[src/rtl/mvm_param.sv]
// mvm_param: streaming matrix-vector multiplier, y = A * x.
// A is M x N and x has N elements, all signed WIDTH-bit words. One shared
// multiply-accumulate unit handles one product per cycle, so a row takes N
// cycles. Stored A can be reused by later transactions that load only x.
//
// Ports:
//   clk        in   rising-edge clock
//   reset      in   synchronous, active-high; aborts any transaction in flight
//   s_valid    in   input word valid
//   s_ready    out  block accepts an input word (IDLE / LOAD_A / LOAD_X)
//   data_in    in   WIDTH signed input word: A row-major, then x
//   new_matrix in   sampled on the first word only: 1 = load A then x, 0 = x only
//   m_valid    out  result word valid
//   m_ready    in   consumer accepts the result word
//   data_out   out  OUT_WIDTH signed result y[k]
//   overflow   out  a wrapped add occurred while accumulating y[k]
module mvm_param #(
  parameter int WIDTH     = 8,
  parameter int M         = 3,
  parameter int N         = 3,
  parameter int OUT_WIDTH = 16
) (
  input  logic                        clk,
  input  logic                        reset,
  input  logic                        s_valid,
  output logic                        s_ready,
  input  logic signed [WIDTH-1:0]     data_in,
  input  logic                        new_matrix,
  output logic                        m_valid,
  input  logic                        m_ready,
  output logic signed [OUT_WIDTH-1:0] data_out,
  output logic                        overflow
);

  localparam int MN = M * N;
  localparam int AW = (MN > 1) ? $clog2(MN) : 1;
  localparam int XW = (N > 1) ? $clog2(N) : 1;
  localparam int MW = (M > 1) ? $clog2(M) : 1;

  if (OUT_WIDTH < 2 * WIDTH) begin : g_width_chk
    $error("mvm_param: OUT_WIDTH must be at least 2*WIDTH");
  end

  typedef enum logic [2:0] {IDLE, LOAD_A, LOAD_X, COMPUTE, OUTPUT} state_e;

  state_e                        state_q, state_d;
  logic                          loaded_q;
  logic [AW-1:0]                 a_idx_q;
  logic [XW-1:0]                 x_idx_q;
  logic [AW-1:0]                 mac_idx_q;
  logic [XW-1:0]                 col_q;
  logic [MW-1:0]                 row_q;
  logic [MW-1:0]                 k_q;

  logic signed [WIDTH-1:0]       a_mem [MN];
  logic signed [WIDTH-1:0]       x_mem [N];
  logic signed [OUT_WIDTH-1:0]   y_buf [M];
  logic [M-1:0]                  ovf_buf;
  logic signed [OUT_WIDTH-1:0]   acc_q;
  logic                          ovf_q;

  logic                          s_fire, m_fire, load_a_start;
  logic signed [2*WIDTH-1:0]     prod;
  logic signed [OUT_WIDTH-1:0]   prod_ext, acc_in, sum;
  logic                          ovf_row, col_last;

  // Two's-complement add overflow: like-signed operands, differently-signed sum.
  function automatic logic add_ovf(input logic signed [OUT_WIDTH-1:0] a,
                                   input logic signed [OUT_WIDTH-1:0] b,
                                   input logic signed [OUT_WIDTH-1:0] s);
    return (a[OUT_WIDTH-1] == b[OUT_WIDTH-1]) && (s[OUT_WIDTH-1] != a[OUT_WIDTH-1]);
  endfunction

  assign s_fire       = s_valid & s_ready;
  assign m_fire       = m_valid & m_ready;
  // A reuse request is honoured only once a complete A has been stored.
  assign load_a_start = new_matrix | ~loaded_q;

  // MAC datapath: the accumulator restarts at column 0 of every row.
  assign col_last = (col_q == XW'(N - 1));
  assign prod     = a_mem[mac_idx_q] * x_mem[col_q];
  assign prod_ext = OUT_WIDTH'(prod);
  assign acc_in   = (col_q == '0) ? '0 : acc_q;
  assign sum      = acc_in + prod_ext;
  assign ovf_row  = add_ovf(acc_in, prod_ext, sum) | ((col_q != '0) & ovf_q);

  always_ff @(posedge clk) begin
    if (reset) state_q <= IDLE;
    else       state_q <= state_d;
  end

  always_comb begin
    state_d = state_q;
    case (state_q)
      IDLE:
        if (s_fire) begin
          if (load_a_start) state_d = (MN == 1) ? LOAD_X : LOAD_A;
          else              state_d = (N == 1) ? COMPUTE : LOAD_X;
        end
      LOAD_A:  if (s_fire && a_idx_q == AW'(MN - 1)) state_d = LOAD_X;
      LOAD_X:  if (s_fire && x_idx_q == XW'(N - 1))  state_d = COMPUTE;
      COMPUTE: if (mac_idx_q == AW'(MN - 1))         state_d = OUTPUT;
      OUTPUT:  if (m_fire && k_q == MW'(M - 1))      state_d = IDLE;
      default: state_d = IDLE;
    endcase
  end

  always_comb begin
    s_ready  = ~reset & ((state_q == IDLE) | (state_q == LOAD_A) | (state_q == LOAD_X));
    m_valid  = (state_q == OUTPUT);
    data_out = m_valid ? y_buf[k_q] : '0;
    overflow = m_valid & ovf_buf[k_q];
  end

  // Control: counters and the matrix_loaded flag.
  always_ff @(posedge clk) begin
    if (reset) begin
      loaded_q  <= 1'b0;
      a_idx_q   <= '0;
      x_idx_q   <= '0;
      mac_idx_q <= '0;
      col_q     <= '0;
      row_q     <= '0;
      k_q       <= '0;
    end else begin
      case (state_q)
        IDLE: begin
          mac_idx_q <= '0;
          col_q     <= '0;
          row_q     <= '0;
          k_q       <= '0;
          if (s_fire) begin
            if (load_a_start) begin
              a_idx_q <= AW'(1);
              x_idx_q <= '0;
              if (MN == 1) loaded_q <= 1'b1;
            end else begin
              x_idx_q <= XW'(1);
            end
          end
        end
        LOAD_A:
          if (s_fire) begin
            a_idx_q <= a_idx_q + AW'(1);
            if (a_idx_q == AW'(MN - 1)) loaded_q <= 1'b1;
          end
        LOAD_X:
          if (s_fire) x_idx_q <= x_idx_q + XW'(1);
        COMPUTE: begin
          mac_idx_q <= mac_idx_q + AW'(1);
          if (col_last) begin
            col_q <= '0;
            row_q <= row_q + MW'(1);
          end else begin
            col_q <= col_q + XW'(1);
          end
        end
        OUTPUT:
          if (m_fire) k_q <= k_q + MW'(1);
        default: ;
      endcase
    end
  end

  // Data: operand storage, accumulator and output buffer (never reset).
  always_ff @(posedge clk) begin
    case (state_q)
      IDLE:
        if (s_fire) begin
          if (load_a_start) a_mem[0] <= data_in;
          else              x_mem[0] <= data_in;
        end
      LOAD_A: if (s_fire) a_mem[a_idx_q] <= data_in;
      LOAD_X: if (s_fire) x_mem[x_idx_q] <= data_in;
      COMPUTE: begin
        acc_q <= sum;
        ovf_q <= ovf_row;
        if (col_last) begin
          y_buf[row_q]   <= sum;
          ovf_buf[row_q] <= ovf_row;
        end
      end
      default: ;
    endcase
  end

endmodule

[config.mk]
export PLATFORM = sky130hd
export DESIGN_NAME = mvm_param
export DESIGN_NICKNAME = d
export VERILOG_FILES = /design/src/rtl/mvm_param.sv
export SDC_FILE = /design/constraint.sdc
export NUM_CORES = 1
export LEC_CHECK = 0
export CORE_UTILIZATION = 50
export DETAILED_ROUTE_END_ITERATION = 8
export GPL_ROUTABILITY_DRIVEN = 0
export GPL_TIMING_DRIVEN = 0
export PLACE_DENSITY = 0.69
export SYNTH_ARGS = -nofsm -noshare
export SYNTH_HDL_FRONTEND = slang
export SYNTH_SLANG_ARGS = --single-unit
[constraint.sdc]
create_clock -name clk -period 6.5 [get_ports clk]
set_input_delay 1.3 -clock clk [delete_from_list [all_inputs] [get_ports clk]]
set_output_delay 1.3 -clock clk [all_outputs]
set_load 0.02 [all_outputs]
== After elaboration in Yosys (flattened, before gate mapping) ==
Memories as Yosys holds them, arrays and structs flattened. A register that Yosys moved wholly into a read port is not among the register bits.
Cells that the tools add are included.

* Logic and storage cells: 135
* Memories: 3
* Bits in writable memories: 144
* Flip-flop bits (word level): 40
* Output and inout port bits: 19

{| class="wikitable"
|+ Memories
! memory !! words !! bits a word !! rd ports !! clocked after memory_dff !! wr ports !! RTL line !! text
|-
| a_mem || 9 || 8 || 1 || 1 || 1 || 55 || <nowiki>logic signed [WIDTH-1:0] a_mem [MN];</nowiki>
|-
| y_buf || 3 || 16 || 1 || 1 || 1 || 57 || <nowiki>logic signed [OUT_WIDTH-1:0] y_buf [M];</nowiki>
|-
| x_mem || 3 || 8 || 1 || 1 || 1 || 56 || <nowiki>logic signed [WIDTH-1:0] x_mem [N];</nowiki>
|}

* Add/sub/neg operators: 7
* Reductions and logical operators: 21
* Bitwise operators: 11
* Order comparisons: 3
* Multiply operators: 1
* Mux-type cells: 57
* Eq/ne operators: 21

{| class="wikitable"
|+ Operator list
! operator !! count
|-
| $mux W16 || 2
|-
| $mux W4 || 6
|-
| $mux W2 || 11
|-
| $mux W1 || 21
|-
| $add A16 B16 Y16 || 1
|-
| $mul A8 B8 Y16 || 1
|-
| $mux W8 || 2
|-
| $ne A2 B2 Y1 const B || 8
|-
| $pmux W2 S2 || 4
|-
| $pmux W4 S2 || 2
|-
| $reduce_or A8 Y1 || 2
|-
| $mux W3 || 5
|-
| $pmux W3 S5 || 1
|-
| $reduce_bool A2 Y1 || 5
|-
| $add A2 B1 Y2 const B || 4
|-
| $add A4 B1 Y4 const B || 2
|-
| $eq A4 B4 Y1 const B || 2
|-
| $eq A2 B2 Y1 const B || 3
|-
| $eq A3 B2 Y1 const B || 2
|-
| $lt A2 B3 Y1 const B || 2
|-
| $reduce_and A2 Y1 || 3
|-
| $reduce_and A3 Y1 || 2
|-
| $and A1 B1 Y1 || 5
|-
| $logic_and A1 B1 Y1 || 5
|-
| 15 further kinds || 20
|}

== Longest topological paths before layout ==
Gate-level depths: netlist of run 1.

* Depth after elaboration: 10
* Depth in mapped cells: 29
* Mapped depth without buffers: 27

== Worst setup path after synthesis of run 1 ==
Ideal clock, no wire load.

* Path type: register -> register
* Start: reg with a tool-made name
* End: reg ovf_buf[0], data pin
* Library setup time: 281 ps
* Clock period less this slack: 6483 ps
* Arrival time: 6202 ps
* Cell stages (with the launch flop): 28
* Slack: 17 ps
* Path through: dfxtp_1 buf_6 buf_12 mux4_1 mux2i_1 nor2_1 a21oi_4 nand2_1 fa_1 fa_1 inv_1 fa_1 inv_1 fa_1 inv_1 ha_1 a21oi_1 nor2b_1 o21ai_0 a21oi_1 xor2_1 ha_1 a21o_1 a211oi_1 or3_1 nand3_1 a41oi_1 o31ai_1

{| class="wikitable"
|+ RTL lines
! what !! RTL line !! text
|-
| end signal: indexed assignment || 180 || <nowiki>ovf_buf[row_q] <= ovf_row;</nowiki>
|-
| end: declaration || 58 || <nowiki>logic [M-1:0] ovf_buf;</nowiki>
|}

==> results_tabular.tex, run 1 <==
\begin{tabular}{lr}
\hline
Metric & Value \\
\hline
\multicolumn{2}{l}{\textbf{Routing}} \\
\quad Antenna-violating nets left & 0 \\
\quad Final wirelength & approximately 21,000 um \\
\quad Detailed router's first-iteration violation count & around 330 \\
\quad Post-detailed-route via-to-cell ratio & roughly 5.3 \\
\quad Total number of vias & 6,783 \\
\quad Post-detailed-route DRC marker count & 0 \\
\quad Average wire per standard cell & 16.4 um \\
\quad 1st-pass router iterations & 4 \\
\multicolumn{2}{l}{\textbf{Placed design}} \\
\quad Post-placement worst setup slack & -0.907 ns \\
\quad Detail Placement HPWL & $\sim$14,000 um \\
\quad Cell area after placement & roughly 12,000 sq um \\
\quad Input/output buffers & 31 \\
\multicolumn{2}{l}{\textbf{Yosys}} \\
\quad Area share of the largest cell type after synthesis & 45.3\% \\
\quad Register area share after synthesis & just over 50\% \\
\quad Area share of and/or/nand/nor cells after synthesis & between 10\% and 20\% \\
\quad Post-Synth Adder-Cell Area & between 10\% and 20\% \\
\quad Ranking of synthesized cells by area & edfxtp\_1 (45\%), fa\_1 (10\%), ha\_1 (6.1\%) \\
\quad Gate Count Post-Synth & 895 \\
\quad Xor/xnor cell area share of the yosys netlist & 2.34\% \\
\quad Avg Inst Size Synth & approximately 12 sq um \\
\quad Number of synthesized register bits & about 190 \\
\quad Largest family of logic cells by synthesized area & adder cells \\
\quad Top cell types by occurrence after synthesis & edfxtp\_1 (164), nor2\_1 (116), inv\_1 (111) \\
\quad Async SR Flop Fraction & 0\% \\
\quad Warning count from the yosys run & 0 \\
\quad Most common cell in the synthesized netlist & edfxtp\_1 \\
\quad Count of flip-flops with a built-in enable after synthesis & 164 \\
\quad Most used flip-flop cell after synthesis & edfxtp\_1 \\
\quad Number of distinct standard cells referenced by the synthesized netlist & between 50 and 60 \\
\quad Compound-gate portion of the synthesized area & under 10\% \\
\quad Cell taking the most area after synthesis & edfxtp\_1 \\
\quad Post-synthesis cell area & between 10,000 and 15,000 sq um \\
\quad Portion of netlist area occupied by mux cells & 6.90\% \\
\quad Synthesized netlist net count & $\sim$1,000 \\
\multicolumn{2}{l}{\textbf{Clock network}} \\
\quad Source-to-sink clock delay at the later pin of the worst-skew pair & 0.43 ns \\
\quad Buffers from clock root to sink, at most & 2 \\
\quad CTS clk-pin slew, worst paths & around 0.070 ns \\
\quad Master cell of the clock root buffer & clkbuf\_16 \\
\quad CTS H-tree lvls & 4 \\
\quad CTS Hold Buffers Added & 0 \\
\quad Number of CTS-inserted buffers & 17 \\
\quad CTS tree & done \\
\quad Number of sinks handled by clock tree synthesis & roughly 190 \\
\multicolumn{2}{l}{\textbf{Power}} \\
\quad Power per cell area & about 300 nW/um\^{}2 \\
\quad Maximum VDD drop & 0.201 mV \\
\quad Combinational Power Share & a little under two fifths \\
\quad Net switching power & between 1 and 1.5 mW \\
\quad Clock power share & approximately a quarter \\
\quad Cell-internal power & 2.67 mW \\
\quad Tot Pwr & just under 4 mW \\
\quad Static leakage & between 4 and 5 nW \\
\quad Register share of total power & between 30\% and 40\% \\
\quad Fraction of power spent switching nets & between 30\% and 40\% \\
\multicolumn{2}{l}{\textbf{Global route}} \\
\quad Total congestion overflow & 0 \\
\quad Overall Global Routing Usage & 20.0\% \\
\quad Number of global-route vias before repair & between 6,000 and 7,000 \\
\quad Initial antenna violation count & 0 \\
\quad First-pass GRT wire length & around 35,000 um \\
\quad Maximum number of pins on one net before global-route repair & 23 \\
\multicolumn{2}{l}{\textbf{STA}} \\
\quad Maximum operating frequency & 0.151 GHz \\
\quad RSZ-0062 raised after global routing & yes \\
\quad Post-route worst setup slack & -0.111 ns \\
\quad Hold Fails Final Rpt & 0 \\
\quad Number of max-slew violations in the final report & 0 \\
\quad Remaining max-slew budget at the tightest pin & 13.8\% \\
\quad Tcrit/Tclk final & 102\% \\
\quad Fin Clk Skew & about 0.019 ns \\
\quad Post-layout min period & about 6.6 ns \\
\quad Final setup viols & 8 \\
\quad Worst-Margin Slew & $\sim$1.3 ns \\
\multicolumn{2}{l}{\textbf{Finish}} \\
\quad Final instance area & roughly 13,000 sq um \\
\quad Final design utilization & between 60\% and 70\% \\
\quad Number of nets in the finished design & around 1,100 \\
\quad Number of diodes & 0 \\
\quad Synth-to-layout area growth & 20.5\% \\
\quad Share of post-route cells with drive strength above 1 & between 20\% and 30\% \\
\multicolumn{2}{l}{\textbf{Run status}} \\
\quad Violated checks & setup timing \\
\quad Run status & finished with violations \\
\multicolumn{2}{l}{\textbf{Setup path}} \\
\quad CP Data Arrival Time & roughly 6.8 ns \\
\quad Library cell contributing the largest single delay on the critical path & fa\_1 \\
\quad Library cell appearing most often on the critical path & fa\_1 \\
\quad Category of the worst setup path launch point & flip-flop \\
\quad Peak fanout along the critical path & 5 \\
\quad Endpoint required time on the critical path & 6.65 ns \\
\quad Category of the critical setup timing path & flip-flop to flip-flop \\
\quad Biggest cell delay along the critical path & approximately 0.54 ns \\
\quad Crit. End Element & flip-flop \\
\multicolumn{2}{l}{\textbf{Floorplanning}} \\
\quad Number of top-level pins & 32 \\
\quad Overall die height & around 150 um \\
\quad Initial Util & 51.3\% \\
\quad DIE AREA & 22,300 sq um \\
\quad X dimension of the die & $\sim$150 um \\
\quad Area of the core region & about 21,000 sq um \\
\quad Number of rows created at floorplan & 53 \\
\multicolumn{2}{l}{\textbf{Min path}} \\
\quad Path class of the lowest-slack min-delay path & flip-flop to flip-flop \\
\multicolumn{2}{l}{\textbf{Job}} \\
\quad Number of max-cap violations & 0 \\
\hline
\end{tabular}
## power by group through the flow
stage / logic, mW / registers [mW] / clock network [mW]
2_1_floorplan: 0.706 / 1.47 / 0
3_3_place_gp: 0.906 / 1.47 / 0
3_5_place_dp: 0.928 / 1.47 / 0
4_1_cts: 1.24 / 1.45 / 1.05
5_1_grt: 1.58 / 1.45 / 1.10
6_report: 1.45 / 1.45 / 1.04
## layer usage
metal,GRT usage [%],part of all wire (%),vias to the layer above
li1,-,-,3326
met1,24.8,44,3367
met2,36.3,53,74
met3,2.66,1.9,16
met4,5.82,0.94,0
met5,0,0,-
## final cells by class
class,count,area (sq um)
clock buffer,18,429
tap,275,344
buffer,25,156
clock inverter,14,164
sequential,192,5490
fill,1585,8070
timing repair buffer,85,792
inverter,112,420
multi-input combinational,566,5300
## state kept, by name, indices dropped and copies added, names as in the netlist, 2 cells and up, named ones only
| signal | cells |
|---|---|
| state_q | 3 |
| row_q | 2 |
| x_idx_q | 2 |
| ovf_buf | 3 |
| col_q | 2 |
| y_buf | 48 |
| a_idx_q | 4 |
| acc_q | 16 |
| a_mem | 72 |
| mac_idx_q | 4 |
| x_mem | 24 |
| k_q | 2 |
## final timing paths
| kind | startpoint | endpoint | slack [ns] | depth (start not counted) |
|---|---|---|---|---|
| worst max-delay path | flip-flop | y_buf[1][15] | -0.11 | 29 |
| worst min-delay path | row_q[1] | row_q[1] | 0.48 | 2 |
| worst max register to register | flip-flop | y_buf[1][15] | -0.11 | 29 |
| worst min register to register | row_q[1] | row_q[1] | 0.48 | 2 |
## cell families (layout without fill, tap and decap cells)
group	count (synthesis)	in the layout
DFF	192	192
AOI/OAI and AO/OA	131	131
muxes	51	51
and+or+nand+nor	246	246
xor gates and xnor gates	29	29
adders and majority gates	109	109
buffers and inverters	137	254
## worst max-delay path: cells and delay by family, from the launching register on
| kind | cells | cell delay (ns) |
|---|---|---|
| adder cells (fa/ha/maj) | 6 | 2.40 |
| AO/OA/AOI/OAI | 6 | 1.05 |
| AND/OR/NAND/NOR | 6 | 0.78 |
| multiplexers | 2 | 0.68 |
| buffers and inverters | 6 | 0.60 |
| XOR/XNOR | 3 | 0.46 |
| flip-flops | 1 | 0.33 |
## stage by stage
step / hold WS (ns) / setup TNS [ns] / cells
after detailed placement: 0.470 / -12.29 / 1204
after CTS: 0.484 / -0.0277 / 1278
after global routing: 0.504 / -3.51 / 1287
final: 0.479 / -0.856 / 1287
after floorplan: 0.441 / 0 / 895
after global placement: 0.457 / -12.40 / 1201
## repair_timing
action                                  CTS  global route
gates resized for setup                  67            45
setup buffers                            41             9
gates cloned                              1             0
endpoints found under the setup margin   20            28
pin swaps                                51            35
## placed cells by master (no fill, tap or decap), types with 6 or more instances in the layout
| cell | netlist | layout |
|---|---|---|
| nand3_1 | 9 | 8 |
| a21oi_1 | 54 | 47 |
| inv_1 | 111 | 106 |
| buf_6 | 2 | 6 |
| and2_1 | 12 | 11 |
| ha_4 | 0 | 7 |
| xor2_1 | 8 | 6 |
| a21oi_4 | 3 | 8 |
| dfxtp_1 | 28 | 27 |
| edfxtp_1 | 164 | 164 |
| nor2_2 | 1 | 10 |
| fa_1 | 56 | 52 |
| ha_1 | 53 | 42 |
| a31oi_1 | 10 | 9 |
| nor3_1 | 11 | 8 |
| nor2b_1 | 21 | 19 |
| inv_2 | 1 | 6 |
| a21oi_2 | 4 | 6 |
| buf_4 | 2 | 48 |
| clkdlybuf4s50_1 | 0 | 31 |
| nand2_1 | 36 | 35 |
| mux4_2 | 6 | 11 |
| nand2b_1 | 15 | 10 |
| nor2_1 | 116 | 106 |
| a21o_1 | 11 | 11 |
| clkbuf_16 | 0 | 17 |
| clkbuf_1 | 14 | 14 |
| mux2i_1 | 34 | 32 |
| o21bai_1 | 6 | 6 |
| xnor2_1 | 21 | 17 |
Power figures use the tool's default switching activity.
==> run 2, diff against run 1 <==
Settings changed: CORE_UTILIZATION 50 to 56, PLACE_DENSITY 0.69 to 0.76.
==> run 2 against run 1 <==
  * The run still ends with setup timing left
  * Non-clock buffer count shrank 6
  * Setup slack worse by 0.047 ns
  * Clock power decreased by 4%
  * Global-route usage up 2.5 points
  * Fmax shrank 0.70%
  * Sequential power about the same
  * Die area decreased by 11%
  * Cell area fell by 0.74%
  * Flip-flop and latch count stayed put
  * Sequential share of layout area grew 0.31 points
  * Wire length is 3.4% higher
  * Critical endpoint unchanged
  * Largest cell class unchanged
==> results_tabular.tex, run 2 (synthesis results as in run 1) <==
\begin{tabular}{lr}
\hline
Metric & Value \\
\hline
\multicolumn{2}{l}{\textbf{Clock network}} \\
\quad CTS clk-pin slew, worst paths & $\sim$0.07 ns \\
\quad CTS Hold Buffers Added & 0 \\
\quad Buffers from clock root to sink, at most & 2 \\
\quad Number of CTS-inserted buffers & 17 \\
\quad CTS H-tree lvls & 4 \\
\quad Number of sinks handled by clock tree synthesis & $\sim$190 \\
\quad CTS tree & done \\
\quad Master cell of the clock root buffer & clkbuf\_16 \\
\quad Source-to-sink clock delay at the later pin of the worst-skew pair & 0.43 ns \\
\multicolumn{2}{l}{\textbf{Power}} \\
\quad Maximum VDD drop & $\sim$0.25 mV \\
\quad Static leakage & about 4.9 nW \\
\quad Power per cell area & a little under 300 nW/um\^{}2 \\
\quad Tot Pwr & between 3 and 4 mW \\
\multicolumn{2}{l}{\textbf{Job}} \\
\quad Number of max-cap violations & 0 \\
\multicolumn{2}{l}{\textbf{Routing}} \\
\quad 1st-pass router iterations & 5 \\
\quad Antenna-violating nets left & 0 \\
\quad Post-detailed-route via-to-cell ratio & around 5.5 \\
\quad Final wirelength & between 20,000 and 25,000 um \\
\quad Average wire per standard cell & 17.2 um \\
\quad Total number of vias & between 6,000 and 7,000 \\
\quad Detailed router's first-iteration violation count & 445 \\
\quad Post-detailed-route DRC marker count & 0 \\
\multicolumn{2}{l}{\textbf{Finish}} \\
\quad Number of inserted filler cells in the final layout & 1,269 \\
\quad Number of diodes & 0 \\
\quad Final design utilization & between 60\% and 70\% \\
\quad Leading cell type in the layout, fill and taps excluded & edfxtp\_1 \\
\quad Most frequent cells in the layout & edfxtp\_1 (164), nor2\_1 (108), inv\_1 (100) \\
\quad Post-Layout Cell Count & about 1,300 \\
\quad Leading registers by flop count & a\_mem: 72 flops, y\_buf: 48 flops, x\_mem: 24 flops \\
\quad Synth-to-layout area growth & 19.6\% \\
\quad Register bank with the most flops & a\_mem \\
\quad Number of nets in the finished design & 1,115 \\
\quad Share of post-route cells with drive strength above 1 & about 20\% \\
\quad Number of flip-flops in the largest register & between 70 and 80 \\
\multicolumn{2}{l}{\textbf{Min path}} \\
\quad Path class of the lowest-slack min-delay path & flip-flop to flip-flop \\
\multicolumn{2}{l}{\textbf{STA}} \\
\quad Final setup TNS & -1.30 ns \\
\quad Worst-Margin Slew & between 1 and 1.5 ns \\
\quad Fin Clk Skew & around 0.012 ns \\
\quad Hold Fails Final Rpt & 0 \\
\quad Post-layout min period & roughly 6.7 ns \\
\quad RSZ-0062 raised after global routing & yes \\
\quad Maximum operating frequency & roughly 0.15 GHz \\
\quad Tcrit/Tclk final & 102\% \\
\quad Number of max-slew violations in the final report & 0 \\
\quad Remaining max-slew budget at the tightest pin & $\sim$17\% \\
\quad Final setup viols & 12 \\
\quad Post-route worst setup slack & -0.158 ns \\
\quad Post-Route Hold Slack & approximately 0.48 ns \\
\multicolumn{2}{l}{\textbf{Run status}} \\
\quad Violated checks & setup timing \\
\quad Run status & finished with violations \\
\multicolumn{2}{l}{\textbf{Floorplanning}} \\
\quad Area of the core region & 18,800 sq um \\
\quad Overall die height & between 100 and 150 um \\
\quad Number of top-level pins & 32 \\
\quad Initial Util & just under 60\% \\
\quad X dimension of the die & 141 um \\
\quad Number of rows created at floorplan & 50 \\
\quad DIE AREA & around 20,000 sq um \\
\multicolumn{2}{l}{\textbf{Global route}} \\
\quad Total congestion overflow & 0 \\
\quad Maximum number of pins on one net before global-route repair & 23 \\
\quad Initial antenna violation count & 0 \\
\quad Overall Global Routing Usage & 22.5\% \\
\quad Number of global-route vias before repair & 7,055 \\
\quad First-pass GRT wire length & about 34,000 um \\
\multicolumn{2}{l}{\textbf{Setup path}} \\
\quad CP Data Arrival Time & 6.89 ns \\
\quad Category of the critical setup timing path & flip-flop to flip-flop \\
\quad Endpoint required time on the critical path & $\sim$6.7 ns \\
\quad Category of the worst setup path launch point & flip-flop \\
\quad Crit. End Element & flip-flop \\
\quad Peak fanout along the critical path & 7 \\
\multicolumn{2}{l}{\textbf{Placed design}} \\
\quad Detail Placement HPWL & around 15,000 um \\
\quad Input/output buffers & 31 \\
\quad Cell count after placement & between 1,000 and 1,500 \\
\hline
\end{tabular}
-- run 2: final timing paths --
| check | endpoint | slack [ns] | startpoint | cells past startpoint |
|---|---|---|---|---|
| setup / recovery | y_buf[1][15] | -0.16 | flip-flop | 27 |
| hold reg to reg | loaded_q | 0.48 | loaded_q | 2 |
| hold / removal | loaded_q | 0.48 | loaded_q | 2 |
| setup reg to reg | y_buf[1][15] | -0.16 | flip-flop | 27 |
-- run 2: power by group --
group / leakage (nW) / switching [mW] / internal (mW)
Clock: 0.278 / 0.493 / 0.511
Sequential: 1.70 / 0.00278 / 1.44
Combinational: 2.91 / 0.750 / 0.632
Total: 4.89 / 1.25 / 2.59
-- run 2: area by class of cell --
type | instances | area (sq um) | area share (%)
sequential | 192 | 5490 | 42.2
multi-input combinational | 566 | 5300 | 40.8
timing repair buffer | 79 | 727 | 5.60
clock buffer | 18 | 429 | 3.30
inverter | 112 | 420 | 3.24
tap | 260 | 325 | 2.50
buffer | 25 | 156 | 1.20
clock inverter | 14 | 145 | 1.12
-- run 2: per-layer routing --
layer,share of wire [%],track usage [%],vias up
met5,0,0,-
met4,2.0,7.72,0
met3,3.9,3.91,33
met2,54,40.3,195
met1,41,27.6,3447
li1,-,-,3318
-- run 2: worst max-delay path, stage by stage (launching register included) --
cell and delay, ns:
dfxtp_2 0.34, buf_8 0.13, buf_12 0.12, mux4_2 0.52, mux2i_2 0.22, nor2_2 0.08
a21oi_4 0.28, nor2_2 0.07, fa_1 0.52, inv_1 0.05, fa_1 0.47, inv_1 0.05
fa_1 0.52, inv_1 0.05, fa_1 0.49, inv_2 0.05, ha_4 0.28, o21ai_1 0.08
o21bai_1 0.21, a21oi_2 0.11, xnor2_2 0.21, ha_1 0.28, a21o_1 0.22, a211oi_2 0.31
or3_4 0.20, nand3_4 0.11, xnor2_4 0.18, xnor2_2 0.29
-- run 2: what timing repair did --
action | CTS | global route
buffers inserted | 37 | 6
pin swaps | 48 | 28
cloned | 1 | 0
resized for setup | 72 | 49
setup endpoints to repair | 20 | 24
endpoints found under the hold margin | 0 | 0
-- run 2: stage by stage --
stage                     setup WS (ns)  cell area, sq um
after floorplan                  0.0167             10900
after detailed placement         -0.983             11500
after global placement           -0.931             11500
after CTS                       0.00424             12800
final                            -0.158             13000
after global routing             -0.368             13000
==> edit (config.mk and constraints of run 1) <==
`OUT_WIDTH`: 16 -> 32.
--- a/src/rtl/mvm_param.sv
+++ b/src/rtl/mvm_param.sv
@@ -20,3 +20,3 @@
   parameter int N         = 3,
-  parameter int OUT_WIDTH = 16
+  parameter int OUT_WIDTH = 32
 ) (
Ports: changed (resized data_out); port bits go from 32 to 48. No check against the original RTL was run, so the function may have changed too.
==> edit against run 1 <==
The run still ends with negative setup slack left; final area grew 40%; synthesized area grew 33%; total power grew 54%; setup slack lost 1100 ps; utilization grew 3.1 points; synthesized cell count grew 41%; die area grew 32%; sequential cell count grew 64; wire length grew 58%; critical path type unchanged; critical endpoint is now acc_q[25]; largest power group is now combinational cells; highest routed layer unchanged.
==> edit: results (changes against run 1) <==
metric;value;unit;change
n_fill_cell;2110;;+33%
reg2reg_to;acc_q[25];;
setup_viol;80;;+72
drt_wl_total;33400;µm;+58%
ys_top_cells_by_area;edfxtp_1, fa_1, ha_1;;
synth_commonest_cells;edfxtp_1, nor2_1, inv_1, a21oi_1;;
grt_usage;22.8;%;+2.8 points
fin_cells;1837;;+43%
arrival;7960;ps;+1200 ps
numPortBuffers;47;;+52%
max-slew-margin-rel;16.8;%;+3.0 points
nNetsFinal;1565;;+40%
status;complete, but fails checks;;
seq_area_frac_synth;51.5;%;+0.95 points
violations;negative setup slack;;
synthCells;1265;;+41%
synth_edf_count;228;;+39%
reg2regPathDepth;34;;+17%
cts_buffer_depth;3;;+1
hpwl;21600;µm;+50%
h-tree-depth;1;;-3
synth_nets;1392;;+37%
drt_iter0_markers;871;;+160%
cp_slowest_stage_delay;610;ps;+70 ps
grt_max_degree;40;;+74%
grt_pass1_wl;52800;µm;+53%
leakage;6.59;nW;+33%
worst_slack;-1190;ps;-1070 ps
min_from;loaded_q;;
edit: cell types whose count changed in the layout (fill, tap and decap cells not counted), moves of 14 or more:
cell,change
and2_1,+15
a21oi_2,+14
o21ai_0,+17
mux2i_1,+18
edfxtp_1,+64
clkdlybuf4s50_1,+16
buf_4,+22
clkbuf_1,+29
a21oi_1,+23
nand2_1,+15
buf_6,+17
nor2_1,+67
edit: layout make-up:
| cell class | count | area share [%] |
|---|---|---|
| multi-input cells | 839 | 40.8 |
| flip-flops and latches | 256 | 40.6 |
| repair buffers | 145 | 7.63 |
| clock buffers | 36 | 3.89 |
| well taps | 378 | 2.59 |
| inverters | 116 | 2.44 |
| plain buffers | 53 | 1.64 |
| clock inverters | 14 | 0.439 |
edit: worst max-delay path by stage:
| stage | start | end | slack [ps] | cells after the start |
|---|---|---|---|---|
| after floorplan | register | acc_q[29] | -610 | 32 |
| after global placement | register | y_buf[2][25] | -1760 | 30 |
| after detailed placement | register | y_buf[1][31] | -1850 | 29 |
| after CTS | register | acc_q[25] | -1100 | 35 |
| after global routing | register | acc_q[25] | -1450 | 34 |
| final | register | acc_q[25] | -1190 | 34 |
edit: metal layers:
metal / GRT usage [%] / wire, µm / vias up
li1: - / - / 4837
met1: 30.6 / 14500 / 5117
met2: 39.7 / 16500 / 295
met3: 2.44 / 1500 / 78
met4: 5.55 / 859 / 0
met5: 0 / 0 / -
edit: worst min-delay path: cells and delay by family (launching register included):
family           cells  cell delay, ps
DFF                  1             320
and+or+nand+nor      2             120
edit: stage by stage:
stage	worst slack (ps)	area [µm²]	hold WS, ps	TNS, ps
floorplan	-614	14800	441	-20690
global placement	-1760	15700	455	-102980
detailed placement	-1850	15800	471	-109570
CTS	-1100	17600	483	-63710
global route	-1450	18300	507	-92480
finish	-1190	18300	478	-70590
edit: cell families after synthesis:
group	count (synthesis)	synth area share, %
DFF	256	51.5
adders and majority gates	116	13.0
AOI/OAI and AO/OA	232	10.0
buffers and inverters	170	4.47
and+or+nand+nor	372	11.8
muxes	71	6.35
xor gates and xnor gates	48	2.92
edit: timing repair:
item,CTS,global route
cloned,1,1
resized for setup,107,74
setup endpoints to repair,92,92
buffers inserted,62,30
pin swaps,59,53
edit: where the power goes:
group          internal [mW]  switching (mW)  leakage (nW)  total [mW]
registers               2.03         0.00318          2.27        2.03
clock network          0.769           0.610         0.388        1.38
logic                   1.14            1.50          3.92        2.64
total                   3.94            2.11          6.59        6.05
